===== src/rtl/sram_like_if.sv =====
// SRAM-like request/response bundle shared by the fetch, load/store and memory sides.
interface sram_like_if;
   logic        req;
   logic        wr;
   logic [1:0]  size;
   logic [3:0]  wstrb;
   logic [31:0] addr;
   logic [31:0] wdata;
   logic        addr_ok;
   logic        data_ok;
   logic [31:0] rdata;

   modport master (
      output req, wr, size, wstrb, addr, wdata,
      input  addr_ok, data_ok, rdata
   );

   modport slave (
      input  req, wr, size, wstrb, addr, wdata,
      output addr_ok, data_ok, rdata
   );
endinterface


===== src/rtl/sram_like_arbiter.sv =====
// Shares one SRAM-like memory port between instruction fetch and load/store, routing returns in order.
// Optional round-robin grant between the two requesters is enabled with `define SRAM_ARB_RR_EN.
module sram_like_arbiter #(
   parameter int unsigned DEPTH = 4
) (
   input  logic        clk,
   input  logic        resetn,
   sram_like_if.slave  inst_sram,
   sram_like_if.slave  data_sram,
   sram_like_if.master mem
);

   localparam int unsigned PTR_W = (DEPTH > 1) ? $clog2(DEPTH) : 1;
   localparam int unsigned CNT_W = $clog2(DEPTH + 1);

   typedef enum logic {
      ST_OPEN   = 1'b0,
      ST_LOCKED = 1'b1
   } state_t;

   state_t             r_state;
   state_t             w_state_nxt;
   logic               r_grant_src;
   logic               w_grant_src_nxt;
   logic [DEPTH-1:0]   r_tags;
   logic [PTR_W-1:0]   r_wr_ptr;
   logic [PTR_W-1:0]   r_rd_ptr;
   logic [CNT_W-1:0]   r_count;

   logic               w_full;
   logic               w_arb_src;
   logic               w_sel_src;
   logic               w_src_req;
   logic               w_push;
   logic               w_pop;
   logic               w_head;

   // Source id convention: 0 = instruction fetch, 1 = load/store.
`ifdef SRAM_ARB_RR_EN
   logic               r_rr_last;

   always_comb begin
      w_arb_src = data_sram.req;
      if (inst_sram.req && data_sram.req) begin
         w_arb_src = ~r_rr_last;
      end
   end

   always_ff @(posedge clk) begin
      if (!resetn) begin
         r_rr_last <= 1'b0;
      end else if (w_push) begin
         r_rr_last <= w_sel_src;
      end
   end
`else
   assign w_arb_src = data_sram.req;
`endif

   assign w_full    = (r_count == CNT_W'(DEPTH));
   assign w_sel_src = (r_state == ST_LOCKED) ? r_grant_src : w_arb_src;
   assign w_src_req = w_sel_src ? data_sram.req : inst_sram.req;

   // A full tag FIFO blocks new requests even when a return frees a slot this cycle.
   assign mem.req   = resetn & w_src_req & ~w_full;
   assign mem.wr    = w_sel_src ? data_sram.wr    : 1'b0;
   assign mem.size  = w_sel_src ? data_sram.size  : 2'd2;
   assign mem.wstrb = w_sel_src ? data_sram.wstrb : 4'd0;
   assign mem.addr  = w_sel_src ? data_sram.addr  : inst_sram.addr;
   assign mem.wdata = w_sel_src ? data_sram.wdata : 32'd0;

   assign w_push = mem.req & mem.addr_ok;
   assign w_pop  = resetn & mem.data_ok & (r_count != CNT_W'(0));
   assign w_head = r_tags[r_rd_ptr];

   assign inst_sram.addr_ok = w_push & ~w_sel_src;
   assign data_sram.addr_ok = w_push &  w_sel_src;
   assign inst_sram.data_ok = w_pop  & ~w_head;
   assign data_sram.data_ok = w_pop  &  w_head;
   assign inst_sram.rdata   = mem.rdata;
   assign data_sram.rdata   = mem.rdata;

   // Grant lock: holds the stalled source on the port until its address is accepted.
   always_ff @(posedge clk) begin
      if (!resetn) begin
         r_state     <= ST_OPEN;
         r_grant_src <= 1'b0;
      end else begin
         r_state     <= w_state_nxt;
         r_grant_src <= w_grant_src_nxt;
      end
   end

   always_comb begin
      w_state_nxt     = r_state;
      w_grant_src_nxt = r_grant_src;
      case (r_state)
         ST_OPEN: begin
            if (mem.req && !mem.addr_ok) begin
               w_state_nxt     = ST_LOCKED;
               w_grant_src_nxt = w_sel_src;
            end
         end
         ST_LOCKED: begin
            if (mem.addr_ok) begin
               w_state_nxt = ST_OPEN;
            end
         end
         default: w_state_nxt = ST_OPEN;
      endcase
   end

   // In-order tag FIFO of outstanding transactions.
   always_ff @(posedge clk) begin
      if (w_push) begin
         r_tags[r_wr_ptr] <= w_sel_src;
      end
   end

   always_ff @(posedge clk) begin
      if (!resetn) begin
         r_wr_ptr <= '0;
         r_rd_ptr <= '0;
         r_count  <= '0;
      end else begin
         if (w_push) begin
            r_wr_ptr <= (r_wr_ptr == PTR_W'(DEPTH - 1)) ? '0 : r_wr_ptr + PTR_W'(1);
         end
         if (w_pop) begin
            r_rd_ptr <= (r_rd_ptr == PTR_W'(DEPTH - 1)) ? '0 : r_rd_ptr + PTR_W'(1);
         end
         case ({w_push, w_pop})
            2'b10:   r_count <= r_count + CNT_W'(1);
            2'b01:   r_count <= r_count - CNT_W'(1);
            default: r_count <= r_count;
         endcase
      end
   end

endmodule


===== src/flat_wrapper.sv =====
// flat-port wrapper written by rule: the top's interface ports become plain ports
module sram_like_arbiter_flat 
#(
   parameter int unsigned DEPTH = 4
)
  (clk, resetn, inst_sram_req, inst_sram_wr, inst_sram_size, inst_sram_wstrb, inst_sram_addr, inst_sram_wdata, inst_sram_addr_ok, inst_sram_data_ok, inst_sram_rdata, data_sram_req, data_sram_wr, data_sram_size, data_sram_wstrb, data_sram_addr, data_sram_wdata, data_sram_addr_ok, data_sram_data_ok, data_sram_rdata, mem_req, mem_wr, mem_size, mem_wstrb, mem_addr, mem_wdata, mem_addr_ok, mem_data_ok, mem_rdata);
  sram_like_if inst_sram_i ();
  sram_like_if data_sram_i ();
  sram_like_if mem_i ();
  input  logic clk;
  input  logic resetn;
  input wire logic [$bits(inst_sram_i.req)-1:0] inst_sram_req;
  input wire logic [$bits(inst_sram_i.wr)-1:0] inst_sram_wr;
  input wire logic [$bits(inst_sram_i.size)-1:0] inst_sram_size;
  input wire logic [$bits(inst_sram_i.wstrb)-1:0] inst_sram_wstrb;
  input wire logic [$bits(inst_sram_i.addr)-1:0] inst_sram_addr;
  input wire logic [$bits(inst_sram_i.wdata)-1:0] inst_sram_wdata;
  output wire logic [$bits(inst_sram_i.addr_ok)-1:0] inst_sram_addr_ok;
  output wire logic [$bits(inst_sram_i.data_ok)-1:0] inst_sram_data_ok;
  output wire logic [$bits(inst_sram_i.rdata)-1:0] inst_sram_rdata;
  input wire logic [$bits(data_sram_i.req)-1:0] data_sram_req;
  input wire logic [$bits(data_sram_i.wr)-1:0] data_sram_wr;
  input wire logic [$bits(data_sram_i.size)-1:0] data_sram_size;
  input wire logic [$bits(data_sram_i.wstrb)-1:0] data_sram_wstrb;
  input wire logic [$bits(data_sram_i.addr)-1:0] data_sram_addr;
  input wire logic [$bits(data_sram_i.wdata)-1:0] data_sram_wdata;
  output wire logic [$bits(data_sram_i.addr_ok)-1:0] data_sram_addr_ok;
  output wire logic [$bits(data_sram_i.data_ok)-1:0] data_sram_data_ok;
  output wire logic [$bits(data_sram_i.rdata)-1:0] data_sram_rdata;
  output wire logic [$bits(mem_i.req)-1:0] mem_req;
  output wire logic [$bits(mem_i.wr)-1:0] mem_wr;
  output wire logic [$bits(mem_i.size)-1:0] mem_size;
  output wire logic [$bits(mem_i.wstrb)-1:0] mem_wstrb;
  output wire logic [$bits(mem_i.addr)-1:0] mem_addr;
  output wire logic [$bits(mem_i.wdata)-1:0] mem_wdata;
  input wire logic [$bits(mem_i.addr_ok)-1:0] mem_addr_ok;
  input wire logic [$bits(mem_i.data_ok)-1:0] mem_data_ok;
  input wire logic [$bits(mem_i.rdata)-1:0] mem_rdata;
  assign inst_sram_i.req = inst_sram_req;
  assign inst_sram_i.wr = inst_sram_wr;
  assign inst_sram_i.size = inst_sram_size;
  assign inst_sram_i.wstrb = inst_sram_wstrb;
  assign inst_sram_i.addr = inst_sram_addr;
  assign inst_sram_i.wdata = inst_sram_wdata;
  assign inst_sram_addr_ok = inst_sram_i.addr_ok;
  assign inst_sram_data_ok = inst_sram_i.data_ok;
  assign inst_sram_rdata = inst_sram_i.rdata;
  assign data_sram_i.req = data_sram_req;
  assign data_sram_i.wr = data_sram_wr;
  assign data_sram_i.size = data_sram_size;
  assign data_sram_i.wstrb = data_sram_wstrb;
  assign data_sram_i.addr = data_sram_addr;
  assign data_sram_i.wdata = data_sram_wdata;
  assign data_sram_addr_ok = data_sram_i.addr_ok;
  assign data_sram_data_ok = data_sram_i.data_ok;
  assign data_sram_rdata = data_sram_i.rdata;
  assign mem_req = mem_i.req;
  assign mem_wr = mem_i.wr;
  assign mem_size = mem_i.size;
  assign mem_wstrb = mem_i.wstrb;
  assign mem_addr = mem_i.addr;
  assign mem_wdata = mem_i.wdata;
  assign mem_i.addr_ok = mem_addr_ok;
  assign mem_i.data_ok = mem_data_ok;
  assign mem_i.rdata = mem_rdata;
  sram_like_arbiter #(.DEPTH(DEPTH)) u_core (.clk(clk), .resetn(resetn), .inst_sram(inst_sram_i), .data_sram(data_sram_i), .mem(mem_i));
endmodule

===== config.mk =====
export PLATFORM = sky130hd
export DESIGN_NAME = sram_like_arbiter_flat
export DESIGN_NICKNAME = d
export VERILOG_FILES = /design/src/rtl/sram_like_if.sv /design/src/rtl/sram_like_arbiter.sv /design/src/flat_wrapper.sv
export SDC_FILE = /design/constraint.sdc
export NUM_CORES = 1
export LEC_CHECK = 0
export CORE_AREA = 2 2 124 126
export DETAILED_ROUTE_END_ITERATION = 12
export DIE_AREA = 0 0 126 128
export PLACE_DENSITY = 0.5
export SLEW_MARGIN = 10
export SYNTH_ARGS = -nofsm -noshare
export SYNTH_HDL_FRONTEND = slang
export SYNTH_SLANG_ARGS = --single-unit

===== constraint.sdc =====
create_clock -name clk -period 7.25 [get_ports clk]
set_clock_uncertainty 0.1 [all_clocks]
set_input_delay 2.175 -clock clk [delete_from_list [all_inputs] [get_ports clk]]
set_output_delay 2.175 -clock clk [all_outputs]
set_load 0.02 [all_outputs]

* Word level (Yosys, flattened, before mapping)
Cells that the tools add are included.
** Word-level totals
- Register bits after elaboration :: 13
** Operators by class
- Add/sub/neg operators :: 4
- Magnitude comparators :: 3
- Equality and inequality tests :: 5
- Muxes and demuxes :: 18
- Bitwise operators :: 13
- Reduce and logical (&&, ||, !) cells :: 6
** Operators by type and width (count)
- $mux W32 :: 2
- $and A1 B1 Y1 :: 9
- $mux W1 :: 7
- $eq A2 B2 Y1 const B :: 3
- $lt A2 B3 Y1 const B :: 2
- $mux W2 :: 3
- $pmux W3 S2 :: 1
- $add A2 B1 Y2 const B :: 2
- $bwmux W4 :: 1
- $mux W4 :: 1
- $not A1 Y1 :: 4
- $add A3 B1 Y3 const B :: 1
- $eq A3 B3 Y1 const B :: 1
- $reduce_bool A3 Y1 :: 1
- $sub A3 B1 Y3 const B :: 1
- $bmux W1 S2 :: 1
- $demux W1 S2 :: 1
- $eq A2 B1 Y1 const B :: 1
- $ge A2 B1 Y1 const B :: 1
- $logic_and A1 B1 Y1 :: 2
- $pmux W1 S2 :: 1
- $reduce_and A2 Y1 :: 1
- $reduce_bool A2 Y1 :: 1
- $logic_not A1 Y1 :: 1

* Longest topological paths before layout
- Word-level depth :: 7
- Gate-level depth with buffers :: 10
- Gate-level depth less buffers :: 10

* Worst setup path after synthesis
OpenSTA, ideal clock, no wires.
- Path type :: input -> output
- Start :: input data_sram_req
- End :: output inst_sram_addr_ok
- Arrival :: 3.255 ns
- Path slack :: 1.720 ns
- Stages :: 4
- Buffers on the path :: 1
- Path through :: mux2i_4 clkbuf_2 inv_2 nor3_1
** On the way
- Cells in the longest elaborated chain, start to end :: 6
** RTL lines
- from (decl) :: line flat_wrapper.sv:21 : input wire logic [$bits(data_sram_i.req)-1:0] data_sram_req;
- $mux W1 (*) :: line sram_like_arbiter.sv:61 : assign w_sel_src = (r_state == ST_LOCKED) ? r_grant_src : w_arb_src;
- named net u_core.w_sel_src :: line sram_like_arbiter.sv:32 : logic w_sel_src;
- $mux W1 :: line sram_like_arbiter.sv:62 : assign w_src_req = w_sel_src ? data_sram.req : inst_sram.req;
- $and A1 B1 Y1 (2 in a row) :: line sram_like_arbiter.sv:65 : assign mem.req = resetn & w_src_req & ~w_full;
- $and A1 B1 Y1 :: line sram_like_arbiter.sv:72 : assign w_push = mem.req & mem.addr_ok;
- $and A1 B1 Y1 (*) :: line sram_like_arbiter.sv:76 : assign inst_sram.addr_ok = w_push & ~w_sel_src;
- to (decl) :: line flat_wrapper.sv:18 : output wire logic [$bits(inst_sram_i.addr_ok)-1:0] inst_sram_addr_ok;
Mark *: on every way through the listed nets, which the timed path passes. The rest lies on a longest branch.

* Final worst setup path
- Start :: input data_sram_req
- End :: output mem_addr[28]
** On the way
- Cells in the longest elaborated chain, start to end :: 2
** RTL lines
- $mux W1 :: line sram_like_arbiter.sv:61
- $mux W32 :: line sram_like_arbiter.sv:69 : assign mem.addr = w_sel_src ? data_sram.addr : inst_sram.addr;
- to (decl) :: line flat_wrapper.sv:34 : output wire logic [$bits(mem_i.addr)-1:0] mem_addr;
Every way passes these cells.

==> impl_results.md <==
- Status: complete, no violations
- Sum Neg Setup Slack: 0 ns
- Worst setup startpoint: data_sram_req
- CP Max Fanout: 18
- Hold Path Class: register to register
- Adder-cell share of the synthesized area: under 10%
- Fin. Hold Viols: 0
- Largest net degree at the start of global routing: 19
- Worst path required time: 4.97 ns
- WHS Path Cells: 2
- Worst-Margin Slew: 0.599 ns
- Simple-gate share of the synthesized area: about 18%
- RSZ-0062 raised after global routing: no
- Final HPWL DP: about 5.7 mm
- Routed via count: 1837
- Mean post-synth cell area: 9.24 um^2
- Clock transition at path regs: 0.04 ns
- YS warnings: 0
- Area contributors post-synth: buf_4, mux2_4, nor2b_1
- Syn_nets: roughly 410
- IO Pins: 320
- Final #Nets: 532
- Crit path capture type: output pin
- Antenna Nets Post-Route: 0
- Remaining global-route overflow: 0
- Layout cells sized above 1: 15.1%
- Post-synth top area cell: buf_4
- Post-CTS setup buffer count: 0
- Initial antenna violation count: 0
- Multi-input logic area: 1140 um^2
- Top_reg_cell synth: dfxtp_1
- Worst Hold Path EP: u_core.r_rd_ptr[1]
- Syn Inst Count: roughly 220
- CP Launch Type: input port
- Sequential share of the synthesized area: 14.8%
- Max_cap viols: 0
- Total area of sequential cells: 300 um^2
- Worst Hold Launch: u_core.r_rd_ptr[1]
- Crit path time final: 6.63 ns
- CTS Buf Count: 3
- Worst R2R Setup Slack: 4.75 ns
- First drt pass iteration count: 4
- IO buf count: approximately 180
- Synth async-reset ratio: 0%
- 1st-iter DRT viols: 66
- FF-to-FF Start: u_core.r_state
- Worst setup margin: 0.625 ns
- PostCTS Resize Cnt: 0
- GP Congestion: 0.731
- Die area: about 16000 um^2
- First-pass GRT wire length: 9.66 mm
- Die X: roughly 130 um
- Initial core utilization: 13.6%
- Post-synth top area share: a little under a quarter
- R2R cell count: 10
- Area Growth Syn to Fin: 84.7%
- Final max-slew violation count: 0
- Vias per cell: 3.45
- Fmax: 151 MHz
- Synth cell types: 39
- DRC: 0
- Wirelength per Cell: 12.8 um
- DIE HEIGHT: between 100 and 150 um
- Synth Register Bits: 13
- Reg-to-Reg End: u_core.r_count[2]
- Crit path kind: input port to output pin
- CTS tree: done
- Clock Latency Late Sink: 0.24 ns
- Commonest non-fill, non-tap cell in the layout: clkdlybuf4s50_1
- Syn Std Cell Area: 2020 um^2
- XOR/XNOR Fraction of Synth Area: less than 1%
- Final setup fails: 0
- # diodes: 0
- Commonest non-fill, non-tap cells in the layout: clkdlybuf4s50_1, nor2b_1, mux2_4
- Post-Route WL: 6.83 mm
- Pre-CTS WS: 0.576 ns
- Post-synth EDFFs: 4
- Fraction of synthesized area in multiplexers: 26.6%
- Max clock buf depth: 2
- # rows: 45
- Core area: around 15000 um^2
- Largest family of logic cells by synthesized area: buffers and inverters
- Period utilization: 91.4%
- Clock Sinks: 13
- CTS Root Buffer Type: clkbuf_16
- FILL cells: 1565
- PwrDens: approximately 120 nW/um^2
- CTS Hold Bufs: 0
- Total GRT Usage: 7.42%
- Static Leak: 0.00144 uW
- Htree depth: 1
- VDD IR max: about 0.000053 V
- Final core occ: 25.2%
- Vias in the first global route: 1844
- Slew margin rel.: ~60%
- CP Data Arrival Time: between 4 and 5 ns
- Compound-Gate Fraction of Synth Area: between 6 and 7%
## cell type report
cell class / instances / area share [%]
clock buffer: 4 / 2.11
inverter: 14 / 1.41
multi-input combinational: 120 / 30.4
sequential: 13 / 8.03
tap: 188 / 6.29
timing repair buffer: 193 / 51.7
## cell usage after synthesis, types with 2 or more instances
cell	n
nor2b_1	38
buf_4	64
inv_1	13
mux2_4	30
and2_1	5
mux2i_1	2
clkbuf_1	4
edfxtp_1	4
ha_1	6
nand2_1	7
o21ai_0	2
dfxtp_1	9
buf_6	3
nor3_1	4
nand3_1	3
mux2_2	2
## critical path, stage by stage
cell and delay (ns):
clkdlybuf4s50_1 0.50, mux2i_4 0.53, buf_12 0.26, mux2_4 0.31
clkdlybuf4s50_1 0.55
## stage by stage
step	hold WS, ns	total power [uW]	std cells	area, um^2
finish	0.387	431	532	3740
global placement	0.380	330	528	3660
global route	0.418	452	532	3740
CTS	0.395	436	532	3740
detailed placement	0.388	330	528	3660
floorplan	0.356	249	219	2020
## registers in the layout, indices dropped and copies added, names as in the netlist
signal and count:
u_core.r_tags 4, u_core.r_count 3, u_core.r_rd_ptr 2, u_core.r_wr_ptr 2
u_core.r_grant_src 1, u_core.r_state 1
## power by group
group / internal (uW) / switching (uW)
logic: 148 / 94.7
clock network: 74.1 / 29.6
registers: 79.5 / 5.48
total: 301 / 130
## how the worst max path moves through the flow
stage                              to  slack (ns)
finish                   mem_addr[28]        0.62
global route              mem_addr[7]        0.50
CTS                      mem_addr[28]        0.58
detailed placement       mem_addr[28]        0.58
global placement         mem_addr[28]        0.61
floorplan           inst_sram_addr_ok        1.72
## routing by layer
metal,GRT usage [%],routed length (um),up-vias
met4,2.07,67,0
met2,12.5,3240,120
li1,-,-,899
met3,2.59,769,12
met1,8.97,2750,806
met5,0,0,-
## cells by family (layout without fill, tap and decap cells)
group,after synthesis,after routing
flops,13,13
mux,36,36
simple gates,62,62
compound gates,13,13
buf+inv,86,211
xor+xnor,2,2
fa+ha+maj,7,7
No activity file was read; power rests on OpenSTA's default activity.
